==> config.mk <==
export PLATFORM = sky130hd
export DESIGN_NAME = spi_xfer_ctrl
export DESIGN_NICKNAME = d
export VERILOG_FILES = /design/src/rtl/spi_xfer_pkg.sv /design/src/rtl/sync_fifo.sv /design/src/rtl/spi_xfer_ctrl.sv
export SDC_FILE = /design/constraint.sdc
export NUM_CORES = 1
export LEC_CHECK = 0
export BUFFER_PORTS_ARGS = -buffer_cell sky130_fd_sc_hd__buf_2
export CAP_MARGIN = 25
export CORE_UTILIZATION = 54
export CTS_CLUSTER_SIZE = 25
export DETAILED_ROUTE_END_ITERATION = 10
export PLACE_DENSITY = 0.78
export SKIP_CTS_REPAIR_TIMING = 1
export SYNTH_ARGS = -nofsm -noshare
export SYNTH_HDL_FRONTEND = slang
export SYNTH_HIERARCHICAL = 1
export SYNTH_SLANG_ARGS = --single-unit
==> constraint.sdc <==
create_clock -name i_sys_clk -period 6.2 [get_ports i_sys_clk]
set_clock_uncertainty 0.05 [all_clocks]
set_input_delay 0.93 -clock i_sys_clk [delete_from_list [all_inputs] [get_ports i_sys_clk]]
set_output_delay 0.93 -clock i_sys_clk [all_outputs]
set_load 0.01 [all_outputs]
==> src/rtl/spi_xfer_pkg.sv <==
// spi_xfer_pkg: shared state encoding and config-word field layout for spi_xfer_ctrl
package spi_xfer_pkg;
   typedef enum logic [2:0] {S_IDLE, S_LOAD, S_START, S_WAIT, S_CAPTURE, S_GAP, S_ERROR} state_t;
   localparam int CR1_MSB = 31;
   localparam int CR1_LSB = 24;
   localparam int CR2_MSB = 23;
   localparam int CR2_LSB = 16;
   localparam int SR_MSB = 15;
   localparam int SR_LSB = 8;
   localparam int BR_MSB = 7;
   localparam int BR_LSB = 0;
   localparam int CR1_SPIE = 7;
   localparam int CR1_SPE = 6;
   localparam int CR1_MSTR = 4;
   localparam int CR1_CPOL = 3;
   localparam int CR1_CPHA = 2;
   localparam int CR1_LSBFE = 0;
   function automatic logic [7:0] cfg_cr1(input logic [31:0] cfg);
      return cfg[CR1_MSB:CR1_LSB];
   endfunction
endpackage

==> src/rtl/sync_fifo.sv <==
// sync_fifo: single-clock FIFO; simultaneous push and pop are both honoured, even when full
module sync_fifo #(
   parameter int WIDTH = 8,
   parameter int DEPTH = 4
) (
   input  logic                   clk,
   input  logic                   rst,
   input  logic                   push,
   input  logic [WIDTH-1:0]       din,
   input  logic                   pop,
   output logic [WIDTH-1:0]       dout,
   output logic                   full,
   output logic                   empty,
   output logic [$clog2(DEPTH):0] count
);
   localparam int AW = $clog2(DEPTH);
   localparam int CW = AW + 1;
   logic [WIDTH-1:0] mem_q [DEPTH];
   logic [WIDTH-1:0] mem_d [DEPTH];
   logic [AW-1:0] wr_q, wr_d, rd_q, rd_d;
   logic [CW-1:0] cnt_q, cnt_d;
   logic do_push, do_pop;
   assign full = cnt_q == CW'(DEPTH);
   assign empty = cnt_q == '0;
   assign count = cnt_q;
   assign dout = empty ? '0 : mem_q[rd_q];
   assign do_push = push && (!full || pop);
   assign do_pop = pop && !empty;
   // next storage, wrapping pointers and occupancy
   always_comb begin
      mem_d = mem_q;
      if (do_push) mem_d[wr_q] = din;
      wr_d = do_push ? wr_q + AW'(1) : wr_q;
      rd_d = do_pop ? rd_q + AW'(1) : rd_q;
      cnt_d = cnt_q + (do_push ? CW'(1) : '0) - (do_pop ? CW'(1) : '0);
   end
   // state registers
   always_ff @(posedge clk) begin
      if (rst) begin
         mem_q <= '{default: '0};
         wr_q <= '0;
         rd_q <= '0;
         cnt_q <= '0;
      end else begin
         mem_q <= mem_d;
         wr_q <= wr_d;
         rd_q <= rd_d;
         cnt_q <= cnt_d;
      end
   end
endmodule

==> src/rtl/spi_xfer_ctrl.sv <==
// spi_xfer_ctrl: sequences TX bytes through the SPI core and collects replies; optional SPI_XFER_TIMEOUT_EN
module spi_xfer_ctrl
   import spi_xfer_pkg::*;
#(
   parameter int DEPTH = 4,
   parameter int GAP_CYCLES = 2,
   parameter int TIMEOUT_CYCLES = 4096
) (
   input  logic        i_sys_clk,
   input  logic        i_sys_rst,
   input  logic [31:0] i_cfg,
   input  logic        i_tx_valid,
   input  logic [7:0]  i_tx_data,
   output logic        o_tx_ready,
   output logic        o_rx_valid,
   output logic [7:0]  o_rx_data,
   input  logic        i_rx_ready,
   output logic [31:0] o_data_config,
   output logic        o_trans_en,
   output logic [7:0]  o_spi_data,
   input  logic [7:0]  i_spi_data,
   input  logic        i_spi_done,
   input  logic        i_spi_irq,
   input  logic        i_err_clr,
   output logic        o_busy,
   output logic        o_err
);
   localparam int CW = $clog2(DEPTH) + 1;
   localparam int GW = GAP_CYCLES > 1 ? $clog2(GAP_CYCLES) : 1;
   state_t state_q, state_d;
   logic [31:0] cfg_q, cfg_d;
   logic [7:0] spi_q, spi_d;
   logic err_q, err_d;
   logic [GW-1:0] gap_q, gap_d;
   logic tx_full, tx_empty, rx_empty, tx_push, tx_pop, rx_push, rx_pop, tmo_hit;
   logic rx_full_unused;
   logic [7:0] tx_dout;
   logic [CW-1:0] rx_cnt, tx_cnt_unused;
   assign o_tx_ready = !tx_full;
   assign o_rx_valid = !rx_empty;
   assign o_data_config = cfg_q;
   assign o_spi_data = spi_q;
   assign o_err = err_q;
   assign o_busy = state_q != S_IDLE;
   assign o_trans_en = state_q == S_START;
   assign tx_push = i_tx_valid && o_tx_ready;
   assign tx_pop = state_q == S_LOAD;
   assign rx_push = state_q == S_CAPTURE && !i_spi_irq;
   assign rx_pop = i_rx_ready && o_rx_valid;
   sync_fifo #(.WIDTH(8), .DEPTH(DEPTH)) u_tx (
      .clk(i_sys_clk), .rst(i_sys_rst), .push(tx_push), .din(i_tx_data), .pop(tx_pop),
      .dout(tx_dout), .full(tx_full), .empty(tx_empty), .count(tx_cnt_unused)
   );
   sync_fifo #(.WIDTH(8), .DEPTH(DEPTH)) u_rx (
      .clk(i_sys_clk), .rst(i_sys_rst), .push(rx_push), .din(i_spi_data), .pop(rx_pop),
      .dout(o_rx_data), .full(rx_full_unused), .empty(rx_empty), .count(rx_cnt)
   );
`ifdef SPI_XFER_TIMEOUT_EN
   localparam int TW = TIMEOUT_CYCLES > 1 ? $clog2(TIMEOUT_CYCLES) : 1;
   logic [TW-1:0] tmo_q, tmo_d;
   assign tmo_hit = tmo_q == TW'(TIMEOUT_CYCLES - 1);
   // WAIT watchdog; zero everywhere else so each WAIT starts from 0
   always_comb tmo_d = state_q == S_WAIT ? tmo_q + TW'(1) : '0;
   // watchdog register
   always_ff @(posedge i_sys_clk) tmo_q <= i_sys_rst ? '0 : tmo_d;
`else
   logic unused_tmo;
   assign tmo_hit = 1'b0;
   assign unused_tmo = ^TIMEOUT_CYCLES;
`endif
   // frame sequencing; an interrupt anywhere outside IDLE overrides the normal next state
   always_comb begin
      state_d = state_q;
      cfg_d = cfg_q;
      spi_d = spi_q;
      err_d = err_q;
      gap_d = '0;
      case (state_q)
         S_IDLE:    if (!tx_empty && rx_cnt < CW'(DEPTH) && !err_q) state_d = S_LOAD;
         S_LOAD:    begin
            state_d = S_START;
            cfg_d = i_cfg;
            spi_d = tx_dout;
         end
         S_START:   state_d = S_WAIT;
         S_WAIT:    begin
            state_d = i_spi_done ? S_CAPTURE : tmo_hit ? S_ERROR : S_WAIT;
            err_d = !i_spi_done && tmo_hit;
         end
         S_CAPTURE: state_d = GAP_CYCLES == 0 ? S_IDLE : S_GAP;
         S_GAP:     begin
            state_d = gap_q == GW'(GAP_CYCLES - 1) ? S_IDLE : S_GAP;
            gap_d = gap_q == GW'(GAP_CYCLES - 1) ? '0 : gap_q + GW'(1);
         end
         S_ERROR:   begin
            state_d = i_err_clr ? S_IDLE : S_ERROR;
            err_d = !i_err_clr;
         end
         default:   state_d = S_IDLE;
      endcase
      if (state_q != S_IDLE && i_spi_irq) begin
         state_d = S_ERROR;
         err_d = 1'b1;
      end
   end
   // state, held config/byte and error registers
   always_ff @(posedge i_sys_clk) begin
      if (i_sys_rst) begin
         state_q <= S_IDLE;
         cfg_q <= '0;
         spi_q <= '0;
         err_q <= 1'b0;
         gap_q <= '0;
      end else begin
         state_q <= state_d;
         cfg_q <= cfg_d;
         spi_q <= spi_d;
         err_q <= err_d;
         gap_q <= gap_d;
      end
   end
endmodule

==> results of run 1 <==
[state kept, by name, indices dropped and copies added (netlist names)]
register,cells
u_rx/count,3
u_rx/rd_q,2
u_tx/wr_q,2
o_data_config,32
o_spi_data,8
o_err,1
u_tx/rd_q,2
u_tx/count,3
gap_q,1
u_rx/mem_q,32
u_tx/mem_q,32
state_q,3
u_rx/wr_q,2
[power by group through the flow]
stage	Sequential [mW]	Combinational [mW]	Clock (mW)
floorplan	0.983	0.462	0
global placement	0.994	0.571	0
detailed placement	1.00	0.590	0
CTS	0.988	0.599	0.992
global route	1.00	0.661	1.03
finish	0.990	0.598	0.978
[metrics by stage]
step	std cells	util [%]	area, sq um	hold WS [ns]
final	813	68.2	6760	0.400
after global routing	813	68.2	6760	0.418
after CTS	811	67.8	6720	0.401
after detailed placement	780	61.9	6130	0.393
after global placement	780	61.9	6130	0.390
after floorplan	576	-	5620	0.366
[worst min-delay path, cell delays in order (launching register included)]
cell and delay, ns:
dfxtp_1 0.30, nand2_1 0.05, a21oi_1 0.05
[final timing paths]
| path | slack [ns] | cells after the start | end | start |
|---|---|---|---|---|
| max | 1.89 | 14 | u_tx/count[2]$_SDFF_PP0_ | state_q[1]$_SDFFE_PP0P_ |
| min | 0.40 | 2 | o_data_config[5]$_SDFFE_PP0P_ | o_data_config[5]$_SDFFE_PP0P_ |
| max reg2reg | 1.89 | 14 | u_tx/count[2]$_SDFF_PP0_ | state_q[1]$_SDFFE_PP0P_ |
| min reg2reg | 0.40 | 2 | o_data_config[5]$_SDFFE_PP0P_ | o_data_config[5]$_SDFFE_PP0P_ |
[routing by layer]
layer	vias to the layer above	share of wire, %
li1	2118	-
met1	2104	42
met2	92	52
met3	19	3.3
met4	0	1.9
met5	-	0
[layout make-up]
class | count | share of cell area [%]
clock inverters | 14 | 2.57
inverters | 18 | 1.02
flip-flops and latches | 123 | 36.5
clock buffers | 17 | 6.13
well taps | 133 | 2.46
repair buffers | 112 | 8.78
multi-input cells | 396 | 42.6
==> impl_metrics.prom, run 1 <==
# TYPE chip_impl_metric gauge
chip_impl_metric{name="die_width",unit="um"} 104
chip_impl_metric{name="worst_path_largest_cell_delay",unit="ns"} 0.81
chip_impl_metric{name="pwr_density_cell",unit="mW/mm^2"} 380
chip_impl_metric{name="vias",unit=""} 4333
chip_impl_metric{name="met1_usage",unit="%"} 27.7
chip_impl_metric{name="share_seq_of_total_power",unit="%"} 38.6
chip_impl_metric{name="io_buffers",unit=""} 107
chip_impl_metric{name="cp.required",unit="ns"} 6.58
chip_impl_metric{name="overall_die_height",unit="um"} 104
chip_impl_info{name="most_frequent_standard_cell_in_the_layout_excluding_fill_and_tap_cells",value="dfxtp_1"} 1
chip_impl_metric{name="antenna_violations_before_repair",unit=""} 0
chip_impl_info{name="crit_path_frequent_cell",value="inv_1"} 1
chip_impl_metric{name="num_antenna_cells",unit=""} 0
chip_impl_info{name="rsz0062_at_grt",value="false"} 1
chip_impl_metric{name="report.final.setup_viol",unit=""} 0
chip_impl_metric{name="max-slew-margin-rel",unit="%"} 54.0
chip_impl_metric{name="grt_util_met3",unit="%"} 5.58
chip_impl_metric{name="wire_length_of_the_first_global_routing_pass",unit="mm"} 20.4
chip_impl_info{name="crit_slowest_cell",value="or4b_1"} 1
chip_impl_metric{name="router_iterations_before_antenna_repair",unit=""} 6
chip_impl_metric{name="detail-route-antenna-nets",unit=""} 0
chip_impl_info{name="timing.critical_path.cells",value="or3b_1 > buf_4 > clkinv_2 > or4b_1 > and2_2 > inv_1 > ha_1 > inv_1 > ha_1 > inv_1 > fa_1 > xor2_1 > and2_1 > nor3_1"} 1
chip_impl_metric{name="ys_warn_count",unit=""} 6
chip_impl_metric{name="fin_setup_tns",unit="ns"} 0
chip_impl_metric{name="dp_slack",unit="ns"} 1.97
chip_impl_metric{name="post_drt_wl_per_cell",unit="um"} 15.3
chip_impl_metric{name="cp.arrival",unit="ns"} 4.69
chip_impl_metric{name="total_count_of_hold_check_failures_in_the_final_report",unit=""} 0
chip_impl_metric{name="gr-total-overflow",unit=""} 0
chip_impl_info{name="class_of_the_most_critical_hold_timing_path",value="flop to flop"} 1
chip_impl_metric{name="timing.max_cap.violations",unit=""} 0
chip_impl_metric{name="layout-drive-gt1-share",unit="%"} 25.0
chip_impl_metric{name="power_switching",unit="uW"} 808
chip_impl_metric{name="regArea",unit="sq mm"} 0.00246
chip_impl_info{name="end_kind",value="flop"} 1
chip_impl_metric{name="crit_path_max_fanout",unit=""} 43
chip_impl_metric{name="critical_path.n_buffers_inverters",unit=""} 5
chip_impl_metric{name="postRouteWirelength",unit="mm"} 12.4
chip_impl_info{name="grt_most_used_layer",value="met2"} 1
chip_impl_metric{name="timing.final.ws_setup",unit="ns"} 1.89
chip_impl_metric{name="routed_via_density",unit=""} 5.33
chip_impl_metric{name="gpl.final_weighted_congestion",unit=""} 0.793
chip_impl_info{name="critical_path.top_delay_family",value="simple AND/OR/NAND/NOR gates"} 1
chip_impl_metric{name="internal_power",unit="mW"} 1.76
chip_impl_metric{name="finalNetCount",unit=""} 737
chip_impl_metric{name="cts-buffers-inserted",unit=""} 17
chip_impl_metric{name="grt_start_max_net_pins",unit=""} 142
chip_impl_info{name="tritoncts",value="done"} 1
chip_impl_metric{name="cts.htree.levels",unit=""} 4
chip_impl_metric{name="n_fill_cell",unit=""} 758
chip_impl_metric{name="cts.reportedPaths.clkPinSlew",unit="ns"} 0.06
chip_impl_info{name="most-common-layout-cells",value="dfxtp_1 (123), buf_2 (106), nand2b_1 (84)"} 1
chip_impl_metric{name="cts_max_path_buffers",unit=""} 2
chip_impl_metric{name="top_level_ports",unit=""} 108
chip_impl_metric{name="p_total",unit="mW"} 2.57
chip_impl_metric{name="power.share.switching",unit="%"} 31.5
chip_impl_metric{name="start_util",unit="%"} 56.7
chip_impl_metric{name="synthCells",unit=""} 576
chip_impl_metric{name="multiInputGateArea",unit="sq mm"} 0.00288
chip_impl_metric{name="pwr-share-clk",unit="%"} 38.1
chip_impl_metric{name="dr.first_iter.drc_count",unit=""} 284
chip_impl_metric{name="hpwl_after_detailed_placement",unit="mm"} 7.95
chip_impl_metric{name="syn2layout_area_growth",unit="%"} 20.2
chip_impl_metric{name="grt_use_total",unit="%"} 23.6
chip_impl_metric{name="core-area",unit="sq mm"} 0.00991
chip_impl_metric{name="min_period",unit="ns"} 4.31
chip_impl_metric{name="placementRows",unit=""} 36
chip_impl_metric{name="use_met2",unit="%"} 41.7
chip_impl_metric{name="worst_pin_slew",unit="ns"} 0.689
chip_impl_metric{name="dieArea",unit="sq mm"} 0.0108
chip_impl_info{name="result_of_the_run",value="complete, no violations"} 1
chip_impl_metric{name="remaining_drc_errors",unit=""} 0
chip_impl_metric{name="cts_sinks",unit=""} 123
chip_impl_metric{name="clock_latency",unit="ns"} 0.51
chip_impl_metric{name="max_clock_freq",unit="MHz"} 232
chip_impl_metric{name="first_global_vias",unit=""} 4280
chip_impl_info{name="cp-start-kind",value="flop"} 1
chip_impl_info{name="cts-root-buf",value="clkbuf_8"} 1
chip_impl_metric{name="report.final.slew_viol_count",unit=""} 0
chip_impl_info{name="start_to_end_type_of_the_worst_setup_path",value="flop to flop"} 1
chip_impl_metric{name="postSynthAreaPerCell",unit="sq um"} 9.76
chip_impl_metric{name="syn_nets",unit=""} 645
chip_impl_metric{name="synth.cell_area",unit="sq mm"} 0.00562
chip_impl_metric{name="static-leakage-power",unit="nW"} 3.03
chip_impl_metric{name="power.combinational.fraction",unit="%"} 23.3
chip_impl_metric{name="post-route-period-util",unit="%"} 69.4
chip_impl_metric{name="worst_ir_drop_vdd",unit="uV"} 258
Note: power is estimated with default switching activity, not from simulation.
==> run 2, diff against run 1 <==
- CORE_UTILIZATION: 54 -> 50
- PLACE_DENSITY: 0.78 -> 0.76
- clock period: 6.2 -> 3.5 ns (I/O delays scaled with it)
==> run 2 against run 1 <==
  * Setup slack lost 1.6 ns
  * Worst hold slack worse by 0.21 ns
  * Power increased by 76%
  * Via count shrank 1.9%
  * Critical path type unchanged
  * Critical endpoint unchanged
  * Largest cell class unchanged
  * Largest power group unchanged
==> impl_metrics.prom, run 2 (synthesis gave the netlist of run 1 again) <==
# TYPE chip_impl_metric gauge
chip_impl_metric{name="first_global_vias",unit=""} 4077
chip_impl_metric{name="worst_ir_drop_vdd",unit="uV"} 352
chip_impl_metric{name="gr-total-overflow",unit=""} 0
chip_impl_metric{name="hpwl_after_detailed_placement",unit="mm"} 8.18
chip_impl_info{name="min_from",value="i_cfg[8]"} 1
chip_impl_metric{name="postRouteWirelength",unit="mm"} 12.2
chip_impl_metric{name="worst_pin_slew",unit="ns"} 0.678
chip_impl_info{name="rsz0062_at_grt",value="false"} 1
chip_impl_info{name="end_kind",value="flop"} 1
chip_impl_metric{name="timing.max_cap.violations",unit=""} 0
chip_impl_metric{name="cts_sinks",unit=""} 123
chip_impl_metric{name="post_drt_wl_per_cell",unit="um"} 14.8
chip_impl_info{name="start_to_end_type_of_the_worst_setup_path",value="flop to flop"} 1
chip_impl_metric{name="core-area",unit="sq mm"} 0.0109
chip_impl_metric{name="post_dp_cell_area",unit="sq mm"} 0.00618
chip_impl_metric{name="pwr_density_cell",unit="mW/mm^2"} 667
chip_impl_metric{name="final_core_utilization",unit="%"} 62.4
chip_impl_metric{name="report.final.setup_viol",unit=""} 0
chip_impl_metric{name="finalNetCount",unit=""} 741
chip_impl_info{name="class_of_the_most_critical_hold_timing_path",value="input port to flop"} 1
chip_impl_metric{name="vias",unit=""} 4249
chip_impl_metric{name="grt_use_total",unit="%"} 21.6
chip_impl_metric{name="layout-drive-gt1-share",unit="%"} 25.4
chip_impl_metric{name="fin_setup_tns",unit="ns"} 0
chip_impl_metric{name="final-instance-count-excl-fill",unit=""} 825
chip_impl_metric{name="wire_length_of_the_first_global_routing_pass",unit="mm"} 19.3
chip_impl_info{name="worstHoldEndpoint",value="o_data_config[8]$_SDFFE_PP0P_"} 1
chip_impl_metric{name="routed_via_density",unit=""} 5.15
chip_impl_metric{name="start_util",unit="%"} 51.6
chip_impl_metric{name="regArea",unit="sq mm"} 0.00246
chip_impl_metric{name="clock_latency",unit="ns"} 0.51
chip_impl_metric{name="dieArea",unit="sq mm"} 0.0117
chip_impl_metric{name="max_clock_freq",unit="MHz"} 313
chip_impl_metric{name="top_level_ports",unit=""} 108
chip_impl_metric{name="dp_slack",unit="ns"} 0.268
chip_impl_metric{name="post-route-cell-area",unit="sq mm"} 0.00679
chip_impl_metric{name="n_fill_cell",unit=""} 895
chip_impl_info{name="result_of_the_run",value="complete, no violations"} 1
chip_impl_metric{name="cts-buffers-inserted",unit=""} 17
chip_impl_metric{name="cts.reportedPaths.clkPinSlew",unit="ns"} 0.06
chip_impl_metric{name="whs",unit="ns"} 0.192
chip_impl_metric{name="ff2ff_path_depth",unit=""} 13
chip_impl_metric{name="overall_die_height",unit="um"} 108
chip_impl_metric{name="crit_path_max_fanout",unit=""} 13
chip_impl_metric{name="max-slew-margin-rel",unit="%"} 54.7
chip_impl_metric{name="die_width",unit="um"} 108
chip_impl_metric{name="remaining_drc_errors",unit=""} 0
chip_impl_metric{name="timing.final.ws_setup",unit="ns"} 0.305
chip_impl_metric{name="p_total",unit="mW"} 4.53
chip_impl_metric{name="min_period",unit="ns"} 3.20
chip_impl_metric{name="place.detailed.instances",unit=""} 792
chip_impl_metric{name="total_count_of_hold_check_failures_in_the_final_report",unit=""} 0
chip_impl_metric{name="gpl.final_weighted_congestion",unit=""} 0.810
chip_impl_info{name="r2r-end",value="u_tx/count[2]$_SDFF_PP0_"} 1
chip_impl_metric{name="router_iterations_before_antenna_repair",unit=""} 4
chip_impl_metric{name="cp.arrival",unit="ns"} 3.54
chip_impl_metric{name="syn2layout_area_growth",unit="%"} 20.9
chip_impl_metric{name="cts_max_path_buffers",unit=""} 2
chip_impl_metric{name="placementRows",unit=""} 38
chip_impl_metric{name="num_antenna_cells",unit=""} 0
chip_impl_metric{name="dr.first_iter.drc_count",unit=""} 216
chip_impl_metric{name="report.final.slew_viol_count",unit=""} 0
chip_impl_metric{name="post-route-period-util",unit="%"} 91.3
chip_impl_metric{name="cts.htree.levels",unit=""} 4
chip_impl_metric{name="antenna_violations_before_repair",unit=""} 0
chip_impl_metric{name="multiInputGateArea",unit="sq mm"} 0.00288
chip_impl_info{name="most-common-layout-cells",value="dfxtp_1 (123), buf_2 (106), nand2b_1 (84)"} 1
chip_impl_metric{name="cp.required",unit="ns"} 3.85
chip_impl_info{name="cp-start-kind",value="flop"} 1
chip_impl_info{name="critical_path.reg2reg.startpoint",value="state_q[2]$_SDFFE_PP0P_"} 1
chip_impl_metric{name="detail-route-antenna-nets",unit=""} 0
chip_impl_info{name="cts-root-buf",value="clkbuf_8"} 1
chip_impl_metric{name="grt_start_max_net_pins",unit=""} 142
chip_impl_info{name="most_frequent_standard_cell_in_the_layout_excluding_fill_and_tap_cells",value="dfxtp_1"} 1
chip_impl_metric{name="static-leakage-power",unit="nW"} 3.04
chip_impl_metric{name="holdPathStages",unit=""} 3
chip_impl_metric{name="timing.reg2reg.setup_slack",unit="ns"} 0.30
chip_impl_metric{name="io_buffers",unit=""} 107
chip_impl_info{name="tritoncts",value="done"} 1
==> run 2: cell types whose count changed in the layout (fill, tap and decap cells not counted), moves of 2 or more <==
cell,change
clkinvlp_4,+2
clkbuf_8,+2
clkinv_2,-2
clkinv_4,-2
buf_4,+5
==> run 2: how the worst max path moves through the flow <==
stage | start | end | slack [ns] | depth (start not counted)
finish | state_q[2]$_SDFFE_PP0P_ | u_tx/count[2]$_SDFF_PP0_ | 0.30 | 13
detailed placement | state_q[2]$_SDFFE_PP0P_ | u_tx/count[2]$_SDFF_PP0_ | 0.27 | 13
global placement | state_q[2]$_SDFFE_PP0P_ | u_tx/count[2]$_SDFF_PP0_ | 0.44 | 13
global route | state_q[2]$_SDFFE_PP0P_ | u_tx/count[2]$_SDFF_PP0_ | 0.14 | 13
floorplan | u_rx/count[1]$_SDFF_PP0_ | u_rx/count[2]$_SDFF_PP0_ | 0.37 | 15
CTS | state_q[2]$_SDFFE_PP0P_ | u_tx/count[2]$_SDFF_PP0_ | 0.26 | 13
==> run 2: layout make-up <==
| cell class | count | area share [%] |
|---|---|---|
| sequential | 123 | 36.2 |
| tap | 140 | 2.58 |
| clock inverter | 12 | 2.06 |
| inverter | 18 | 1.01 |
| timing repair buffer | 116 | 9.21 |
| multi-input combinational | 396 | 42.3 |
| clock buffer | 20 | 6.56 |
==> run 2: worst max-delay path: stages (launching register included) <==
cell and delay, ns:
dfxtp_1 0.54, or3b_1 0.22, clkinv_2 0.06, or4b_1 0.63, and2_2 0.28, inv_1 0.06
ha_1 0.22, inv_1 0.06, ha_1 0.13, inv_1 0.05, fa_1 0.37, xor2_1 0.20
and2_1 0.17, nor3_1 0.04
==> run 2: per-layer routing <==
layer / part of all wire (%) / GRT usage, %
met1: 43 / 25.0
met2: 52 / 37.0
met3: 4.1 / 6.63
met4: 1.6 / 8.90
met5: 0 / 0
==> run 2: report_power, final <==
| part | internal, mW | total [mW] | switching, mW |
|---|---|---|---|
| clock network | 1.06 | 1.70 | 0.643 |
| logic | 0.476 | 1.11 | 0.637 |
| registers | 1.58 | 1.72 | 0.137 |
| total | 3.11 | 4.53 | 1.42 |
